**src/rtl/sync_iis_tx_port_if.sv**
```systemverilog
// Bundle of the serial audio transmitter's control, FIFO and line signals.
// master = transmitter side, slave = register block / FIFO / line side.
interface sync_iis_tx_port_if;
  logic        tx_en;
  logic [1:0]  regmap_iis_bitsnum;
  logic [1:0]  regmap_iis_port_sel;
  logic        regmap_iis_offset;
  logic        fifo_empty;
  logic [31:0] fifo_left_data;
  logic [31:0] fifo_right_data;
  logic        fifo_rd_en;
  logic        sck;
  logic        lrclk;
  logic        sdout;
  logic        underflow;
  logic        busy;

  modport master (
    input  tx_en,
    input  regmap_iis_bitsnum,
    input  regmap_iis_port_sel,
    input  regmap_iis_offset,
    input  fifo_empty,
    input  fifo_left_data,
    input  fifo_right_data,
    output fifo_rd_en,
    output sck,
    output lrclk,
    output sdout,
    output underflow,
    output busy
  );

  modport slave (
    output tx_en,
    output regmap_iis_bitsnum,
    output regmap_iis_port_sel,
    output regmap_iis_offset,
    output fifo_empty,
    output fifo_left_data,
    output fifo_right_data,
    input  fifo_rd_en,
    input  sck,
    input  lrclk,
    input  sdout,
    input  underflow,
    input  busy
  );
endinterface

```
**src/rtl/sync_iis_tx_port.sv**
```systemverilog
// Clock-master serial audio transmitter: 64-sck frames in IIS/LJ/RJ/TDM,
// one left/right pair fetched from the output FIFO per frame.
module sync_iis_tx_port #(
  parameter int CLK_DIV = 4
) (
  input  logic                clk,
  input  logic                rst_n,
  sync_iis_tx_port_if.master  bus
);

  localparam int DIV_W = $clog2(CLK_DIV);
  localparam logic [DIV_W-1:0] DIV_LAST = DIV_W'(CLK_DIV - 1);

  localparam logic [1:0] FMT_IIS = 2'd0;
  localparam logic [1:0] FMT_RJ  = 2'd2;
  localparam logic [1:0] FMT_TDM = 2'd3;

  typedef enum logic [1:0] {
    ST_IDLE    = 2'd0,
    ST_PRELOAD = 2'd1,
    ST_RUN     = 2'd2
  } state_t;

  state_t            state_q, state_d;
  logic [DIV_W-1:0]  div_q, div_d;
  logic [5:0]        slot_q, slot_d;
  logic              sck_q, sck_d;
  logic              lrclk_q, lrclk_d;
  logic              sdout_q, sdout_d;
  logic              rd_en_q, rd_en_d;
  logic              underflow_q, underflow_d;
  logic              busy_q, busy_d;
  logic [1:0]        ps_q, ps_d;
  logic [1:0]        bn_q, bn_d;
  logic              off_q, off_d;
  logic [31:0]       act_l_q, act_l_d;
  logic [31:0]       act_r_q, act_r_d;
  logic [31:0]       hold_l_q, hold_l_d;
  logic [31:0]       hold_r_q, hold_r_d;
  logic [1:0]        fstage_q, fstage_d;
  logic              fok_q, fok_d;

  // Serial bit for slot s: locate the slot inside the left or right word window.
  function automatic logic slot_bit(input logic [5:0] s, input logic [1:0] ps,
                                    input logic [1:0] bn, input logic [31:0] l,
                                    input logic [31:0] r);
    logic [6:0] w;
    logic [6:0] sl;
    logic [6:0] sr;
    logic [6:0] s7;
    logic [4:0] k;
    logic       b;
    w  = (bn == 2'd3) ? 7'd32 : 7'd16 + {3'b000, bn, 2'b00};
    s7 = {1'b0, s};
    case (ps)
      FMT_RJ:  begin sl = 7'd32 - w; sr = 7'd64 - w; end
      FMT_TDM: begin sl = 7'd0;      sr = w;         end
      default: begin sl = 7'd0;      sr = 7'd32;     end
    endcase
    b = 1'b0;
    k = 5'd0;
    if ((s7 >= sl) && (s7 < sl + w)) begin
      k = 5'(7'd31 - (s7 - sl));
      b = l[k];
    end else if ((s7 >= sr) && (s7 < sr + w)) begin
      k = 5'(7'd31 - (s7 - sr));
      b = r[k];
    end
    return b;
  endfunction

  function automatic logic slot_lr(input logic [5:0] s, input logic [1:0] ps,
                                   input logic off);
    logic v;
    case (ps)
      FMT_IIS: v = (s >= 6'd31) && (s <= 6'd62);
      FMT_TDM: v = off ? (s == 6'd63) : (s == 6'd0);
      default: v = ~s[5];
    endcase
    return v;
  endfunction

  always_comb begin
    state_d     = state_q;
    div_d       = div_q;
    slot_d      = slot_q;
    sck_d       = sck_q;
    lrclk_d     = lrclk_q;
    sdout_d     = sdout_q;
    rd_en_d     = 1'b0;
    underflow_d = 1'b0;
    busy_d      = busy_q;
    ps_d        = ps_q;
    bn_d        = bn_q;
    off_d       = off_q;
    act_l_d     = act_l_q;
    act_r_d     = act_r_q;
    hold_l_d    = hold_l_q;
    hold_r_d    = hold_r_q;
    fstage_d    = fstage_q;
    fok_d       = fok_q;

    // Fetch pipeline: pop pulse, then FIFO data valid, then capture into holding.
    case (fstage_q)
      2'd1: fstage_d = 2'd2;
      2'd2: begin
        fstage_d = 2'd0;
        hold_l_d = fok_q ? bus.fifo_left_data  : 32'd0;
        hold_r_d = fok_q ? bus.fifo_right_data : 32'd0;
      end
      default: fstage_d = 2'd0;
    endcase

    case (state_q)
      ST_IDLE: begin
        sck_d   = 1'b1;
        sdout_d = 1'b0;
        busy_d  = 1'b0;
        lrclk_d = (bus.regmap_iis_port_sel == FMT_IIS);
        if (bus.tx_en) begin
          state_d     = ST_PRELOAD;
          busy_d      = 1'b1;
          ps_d        = bus.regmap_iis_port_sel;
          bn_d        = bus.regmap_iis_bitsnum;
          off_d       = bus.regmap_iis_offset;
          div_d       = '0;
          slot_d      = 6'd63;
          rd_en_d     = ~bus.fifo_empty;
          underflow_d = bus.fifo_empty;
          fok_d       = ~bus.fifo_empty;
          fstage_d    = 2'd1;
        end
      end

      ST_PRELOAD: begin
        if (fstage_q == 2'd2) begin
          state_d = ST_RUN;
          div_d   = '0;
        end
      end

      ST_RUN: begin
        if (div_q == DIV_LAST) begin
          div_d = '0;
          if (!sck_q) begin
            sck_d = 1'b1;
          end else if ((slot_q == 6'd63) && !bus.tx_en) begin
            state_d = ST_IDLE;
            sck_d   = 1'b1;
            sdout_d = 1'b0;
            busy_d  = 1'b0;
            lrclk_d = (bus.regmap_iis_port_sel == FMT_IIS);
          end else begin
            sck_d  = 1'b0;
            slot_d = slot_q + 6'd1;
            if (slot_d == 6'd0) begin
              ps_d    = bus.regmap_iis_port_sel;
              bn_d    = bus.regmap_iis_bitsnum;
              off_d   = bus.regmap_iis_offset;
              act_l_d = hold_l_q;
              act_r_d = hold_r_q;
            end
            if (slot_d == 6'd63) begin
              if (bus.tx_en) begin
                rd_en_d     = ~bus.fifo_empty;
                underflow_d = bus.fifo_empty;
                fok_d       = ~bus.fifo_empty;
                fstage_d    = 2'd1;
              end else begin
                // A suppressed fetch leaves silence queued in case tx_en returns.
                hold_l_d = 32'd0;
                hold_r_d = 32'd0;
              end
            end
            sdout_d = slot_bit(slot_d, ps_d, bn_d, act_l_d, act_r_d);
            lrclk_d = slot_lr(slot_d, ps_d, off_d);
          end
        end else begin
          div_d = div_q + DIV_W'(1);
        end
      end

      default: state_d = ST_IDLE;
    endcase
  end

  always_ff @(posedge clk or negedge rst_n) begin
    if (!rst_n) begin
      state_q     <= ST_IDLE;
      div_q       <= '0;
      slot_q      <= 6'd63;
      sck_q       <= 1'b1;
      lrclk_q     <= 1'b0;
      sdout_q     <= 1'b0;
      rd_en_q     <= 1'b0;
      underflow_q <= 1'b0;
      busy_q      <= 1'b0;
      ps_q        <= 2'd0;
      bn_q        <= 2'd0;
      off_q       <= 1'b0;
      act_l_q     <= 32'd0;
      act_r_q     <= 32'd0;
      hold_l_q    <= 32'd0;
      hold_r_q    <= 32'd0;
      fstage_q    <= 2'd0;
      fok_q       <= 1'b0;
    end else begin
      state_q     <= state_d;
      div_q       <= div_d;
      slot_q      <= slot_d;
      sck_q       <= sck_d;
      lrclk_q     <= lrclk_d;
      sdout_q     <= sdout_d;
      rd_en_q     <= rd_en_d;
      underflow_q <= underflow_d;
      busy_q      <= busy_d;
      ps_q        <= ps_d;
      bn_q        <= bn_d;
      off_q       <= off_d;
      act_l_q     <= act_l_d;
      act_r_q     <= act_r_d;
      hold_l_q    <= hold_l_d;
      hold_r_q    <= hold_r_d;
      fstage_q    <= fstage_d;
      fok_q       <= fok_d;
    end
  end

  assign bus.fifo_rd_en = rd_en_q;
  assign bus.sck        = sck_q;
  assign bus.lrclk      = lrclk_q;
  assign bus.sdout      = sdout_q;
  assign bus.underflow  = underflow_q;
  assign bus.busy       = busy_q;

endmodule

```
**src/flat_wrapper.sv**
```systemverilog
// flat-port wrapper written by rule: the top's interface ports become plain ports
module sync_iis_tx_port_flat 
#(
  parameter int CLK_DIV = 4
)
  (clk, rst_n, bus_tx_en, bus_regmap_iis_bitsnum, bus_regmap_iis_port_sel, bus_regmap_iis_offset, bus_fifo_empty, bus_fifo_left_data, bus_fifo_right_data, bus_fifo_rd_en, bus_sck, bus_lrclk, bus_sdout, bus_underflow, bus_busy);
  sync_iis_tx_port_if bus_i ();
  input  logic clk;
  input  logic rst_n;
  input wire logic [$bits(bus_i.tx_en)-1:0] bus_tx_en;
  input wire logic [$bits(bus_i.regmap_iis_bitsnum)-1:0] bus_regmap_iis_bitsnum;
  input wire logic [$bits(bus_i.regmap_iis_port_sel)-1:0] bus_regmap_iis_port_sel;
  input wire logic [$bits(bus_i.regmap_iis_offset)-1:0] bus_regmap_iis_offset;
  input wire logic [$bits(bus_i.fifo_empty)-1:0] bus_fifo_empty;
  input wire logic [$bits(bus_i.fifo_left_data)-1:0] bus_fifo_left_data;
  input wire logic [$bits(bus_i.fifo_right_data)-1:0] bus_fifo_right_data;
  output wire logic [$bits(bus_i.fifo_rd_en)-1:0] bus_fifo_rd_en;
  output wire logic [$bits(bus_i.sck)-1:0] bus_sck;
  output wire logic [$bits(bus_i.lrclk)-1:0] bus_lrclk;
  output wire logic [$bits(bus_i.sdout)-1:0] bus_sdout;
  output wire logic [$bits(bus_i.underflow)-1:0] bus_underflow;
  output wire logic [$bits(bus_i.busy)-1:0] bus_busy;
  assign bus_i.tx_en = bus_tx_en;
  assign bus_i.regmap_iis_bitsnum = bus_regmap_iis_bitsnum;
  assign bus_i.regmap_iis_port_sel = bus_regmap_iis_port_sel;
  assign bus_i.regmap_iis_offset = bus_regmap_iis_offset;
  assign bus_i.fifo_empty = bus_fifo_empty;
  assign bus_i.fifo_left_data = bus_fifo_left_data;
  assign bus_i.fifo_right_data = bus_fifo_right_data;
  assign bus_fifo_rd_en = bus_i.fifo_rd_en;
  assign bus_sck = bus_i.sck;
  assign bus_lrclk = bus_i.lrclk;
  assign bus_sdout = bus_i.sdout;
  assign bus_underflow = bus_i.underflow;
  assign bus_busy = bus_i.busy;
  sync_iis_tx_port #(.CLK_DIV(CLK_DIV)) u_core (.clk(clk), .rst_n(rst_n), .bus(bus_i));
endmodule
```
**config.mk**
```make
export PLATFORM = sky130hd
export DESIGN_NAME = sync_iis_tx_port_flat
export DESIGN_NICKNAME = d
export VERILOG_FILES = /design/src/rtl/sync_iis_tx_port_if.sv /design/src/rtl/sync_iis_tx_port.sv /design/src/flat_wrapper.sv
export SDC_FILE = /design/constraint.sdc
export NUM_CORES = 1
export LEC_CHECK = 0
export ABC_CLOCK_PERIOD_IN_PS = 6300
export CORE_MARGIN = 2
export CORE_UTILIZATION = 65
export CTS_BUF_LIST = sky130_fd_sc_hd__clkbuf_8
export DETAILED_ROUTE_END_ITERATION = 7
export DONT_BUFFER_PORTS = 1
export HOLD_SLACK_MARGIN = 0.03
export MAX_ROUTING_LAYER = met4
export PLACE_DENSITY_LB_ADDON = 0.15
export SYNTH_ARGS = -nofsm -noshare
export SYNTH_HDL_FRONTEND = slang
export SYNTH_SLANG_ARGS = --single-unit
```
**constraint.sdc**
```tcl
create_clock -name clk -period 6.3 [get_ports clk]
set_input_delay 0.63 -clock clk [delete_from_list [all_inputs] [get_ports clk]]
set_output_delay 0.63 -clock clk [all_outputs]
set_load 0.005 [all_outputs]
```
==> results.sh <==
export IMPL_status="finished, final reports clean"
export IMPL_cts_root_buf="clkbuf_8"
export IMPL_cts_buffers=17
export IMPL_rsz0062_at_grt="no"
export IMPL_ys_async_sr_fraction_pct=100
export IMPL_synth_compound_area_share_pct=13.4
export IMPL_synth_fp_nets=953
export IMPL_num_vias=6333
export IMPL_dr_pass1_iters=5
export IMPL_cts_sinks=152
export IMPL_synth_ff_type="dfrtp_1"
export IMPL_cp_arrival_ns=5.42
export IMPL_antenna_found_initial=0
export IMPL_wl_per_cell_um=19.6
export IMPL_pwr_share_seq_pct=33.2
export IMPL_timing_rr_start="u_core.slot_q[0]$_DFFE_PN1P_"
export IMPL_cts_tree="yes"
export IMPL_synth_area_leaders="dfrtp_1 (43%), mux2_2 (9.3%), nand3_1 (5.6%)"
export IMPL_diodes=0
export IMPL_switching_share_pct=46.7
export IMPL_syn_cell_area_sq_um=8350
export IMPL_regArea_sq_um=3810
export IMPL_die_h_um=117
export IMPL_synth_common_cells="dfrtp_1 (145), nand2_1 (121), nand3_1 (93), a21oi_1 (86), mux2_2 (69)"
export IMPL_io_pins=79
export IMPL_ant_nets=0
export IMPL_maxSlewHeadroom_pct=26.4
export IMPL_port_buffers=0
export IMPL_power_share_clock_pct=15.7
export IMPL_finalSetupViolations=0
export IMPL_setup_tns_ns=0
export IMPL_p_sw_mw=2.06
export IMPL_cp_start_kind="flop"
export IMPL_cap_viol_max_count=0
export IMPL_ys_seq_area_share_pct=45.7
export IMPL_drt_initial_drc_count=480
export IMPL_post_synth_top_count_cell="dfrtp_1"
export IMPL_synth_area_mux_share_pct=14.0
export IMPL_holdWs_ns=0.173
export IMPL_dp_cells=970
export IMPL_syn_avg_cell_area_sq_um=9.84
export IMPL_multi_input_area_sq_um=4190
export IMPL_final_nets=923
export IMPL_path_class="flop to flop"
export IMPL_synth_top_area_cell="dfrtp_1"
export IMPL_worst_pin_slew_ns=1.10
export IMPL_comb_power_share_pct=51.1
export IMPL_grt_pass1_vias=6410
export IMPL_cp_max_fo=27
export IMPL_synth_top_family_by_area="simple AND/OR/NAND/NOR gates"
export IMPL_rows=41
export IMPL_fp_dieW_um=117
export IMPL_cts_resized_gates=0
export IMPL_syn_to_final_growth_pct=5.17
export IMPL_yosys_warnings=0
export IMPL_crit_path_end_kind="flop"
export IMPL_final_max_slew_viol_count=0
export IMPL_layout_cells_non_filler=1003
export IMPL_finClkSkew_ns=0.00798
export IMPL_p_per_area_nw_per_um2=502
export IMPL_ys_ff_latch=152
export IMPL_dp_slack_ns=1.34
export IMPL_fin_ws_ns=1.28
export IMPL_syn_instance_count=848
export IMPL_clk_pin_slew_worst_paths_ns=0.09
export IMPL_grt_usage_pct=30.4
export IMPL_synth_xor_area_share_pct=1.05
export IMPL_irDropWorstVdd_v=0.000247
export IMPL_clkLatencyLatePin_ns=0.46
export IMPL_dp_hpwl_mm=13.5
export IMPL_yosys_cell_types_count=69
export IMPL_fillCellCount=987
export IMPL_finalHoldViolations=0
export IMPL_synth_edff_count=0
export IMPL_core_area_sq_um=12600
export IMPL_rr_worst_depth=20
export IMPL_cp_data_required_time_ns=6.70
export IMPL_place_gp_congestion=0.951
export IMPL_yosys_area_share_adder_pct=5.07
export IMPL_synth_top_area_share_pct=43.5
export IMPL_timing_fmax_mhz=199
export IMPL_clock_path_buffers=2
export IMPL_p_int_mw=2.35
export IMPL_grt_max_degree=153
export IMPL_crit_start="u_core.slot_q[0]$_DFFE_PN1P_"
export IMPL_routed_wl_mm=19.6
export IMPL_grt_overflow_total=0
export IMPL_cts_max_level=4
export IMPL_p_leak_nw=3.93
export IMPL_drc=0
export IMPL_power_mw=4.41
export IMPL_layout_drive_gt1_share_pct=16.5
export IMPL_die_area_sq_um=13800
export IMPL_grt_pass1_wl_mm=32.3
export IMPL_period_share_pct=79.7
export IMPL_routed_via_density=6.31
export IMPL_min_period_ns=5.02
export IMPL_hold_path_class="primary input to asynchronous set/reset pin"
export IMPL_synth_simple_gate_area_share_pct=16.2
export IMPL_start_util_pct=66.4
worst max-delay path, stage by stage, from the launching register on:
cell      delay (ns)
dfstp_2         0.62
buf_4           0.35
a311o_1         0.26
o21a_1          0.53
nor2_4          0.26
mux2i_1         0.32
inv_1           0.13
ha_1            0.29
o21ai_0         0.10
nor2_1          0.08
ha_1            0.21
fa_1            0.48
inv_1           0.04
ha_1            0.27
a21boi_0        0.12
o21ai_0         0.18
nand2b_1        0.08
a21oi_1         0.14
a211oi_1        0.07
nor4_1          0.22
a32o_1          0.20
power by group through the flow:
stage	clock [mW]	combinational, mW	sequential, mW
2_1_floorplan	0	1.79	1.33
3_3_place_gp	0	2.15	1.46
3_5_place_dp	0	2.19	1.48
4_1_cts	0.703	2.23	1.46
5_1_grt	0.744	2.49	1.50
6_report	0.692	2.25	1.46
state kept, by name, indices dropped and copies added (netlist names), 2 cells and up:
register         flops
u_core.hold_r_q     32
u_core.slot_q        6
u_core.state_q       2
u_core.div_q         2
u_core.fstage_q      2
u_core.act_r_q      32
u_core.act_l_q      32
u_core.ps_q          2
u_core.bn_q          2
u_core.hold_l_q     32
path summary, 6_finish.rpt:
| path | end | slack, ns |
|---|---|---|
| setup / recovery | u_core.bus.sdout$_DFFE_PN0P_ | 1.28 |
| hold / removal | u_core.act_l_q[17]$_DFFE_PN0P_ | 0.17 |
| setup reg to reg | u_core.bus.sdout$_DFFE_PN0P_ | 1.28 |
| hold reg to reg | u_core.fstage_q[1]$_DFF_PN0_ | 0.49 |
| max in group asynchronous | u_core.fok_q$_DFFE_PN0P_ | 5.60 |
| min in group clk | u_core.bus.fifo_rd_en$_DFF_PN0_ | 0.24 |
cell usage in the layout, fill, tap and decap left out, drive strengths merged, types with 4 or more instances in the layout:
| cell type | count |
|---|---|
| and2 | 4 |
| ha | 29 |
| a311oi | 4 |
| a21o | 8 |
| o2111ai | 4 |
| dfstp | 7 |
| clkbuf | 18 |
| mux4 | 8 |
| a21oi | 86 |
| nor2 | 23 |
| nand2 | 121 |
| nand3 | 93 |
| a31oi | 6 |
| mux2 | 71 |
| nand2b | 7 |
| mux2i | 19 |
| and3 | 6 |
| xor2 | 7 |
| buf | 11 |
| inv | 33 |
| a221oi | 5 |
| or2 | 4 |
| dfrtp | 145 |
| a211oi | 7 |
| nor3 | 16 |
| clkinv | 4 |
| o21ai | 24 |
cell families (layout without fill, tap and decap cells):
family / after synthesis / in the layout
buf+inv: 86 / 69
compound gates: 179 / 179
simple gates: 291 / 291
mux: 98 / 98
fa+ha+maj: 32 / 32
flops: 152 / 152
xor+xnor: 10 / 10
per-stage QoR:
stage,utilization [%],cell area (sq um)
floorplan,-,8350
global placement,66.7,8390
detailed placement,66.7,8390
CTS,69.9,8780
global route,69.9,8780
finish,69.9,8780
cell type report:
type	count	share of cell area (%)
clock inverters	14	1.34
clock buffers	18	2.82
multi-input cells	610	47.7
repair buffers	11	1.17
flip-flops and latches	152	43.4
well taps	172	2.45
inverters	26	1.11
layer usage:
metal	GRT usage [%]	vias up	part of all wire (%)
li1	-	2976	-
met1	39.4	3127	44
met2	49.0	197	49
met3	5.45	33	4.7
met4	9.94	0	1.9
met5	-	-	0
repair_timing:
item / CTS / global route
hold buffers: 1 / 0
setup buffers: 0 / 0
setup endpoints to repair: 0 / 0
hold endpoints to repair: 152 / 0
No activity file was read; power rests on OpenSTA's default activity.
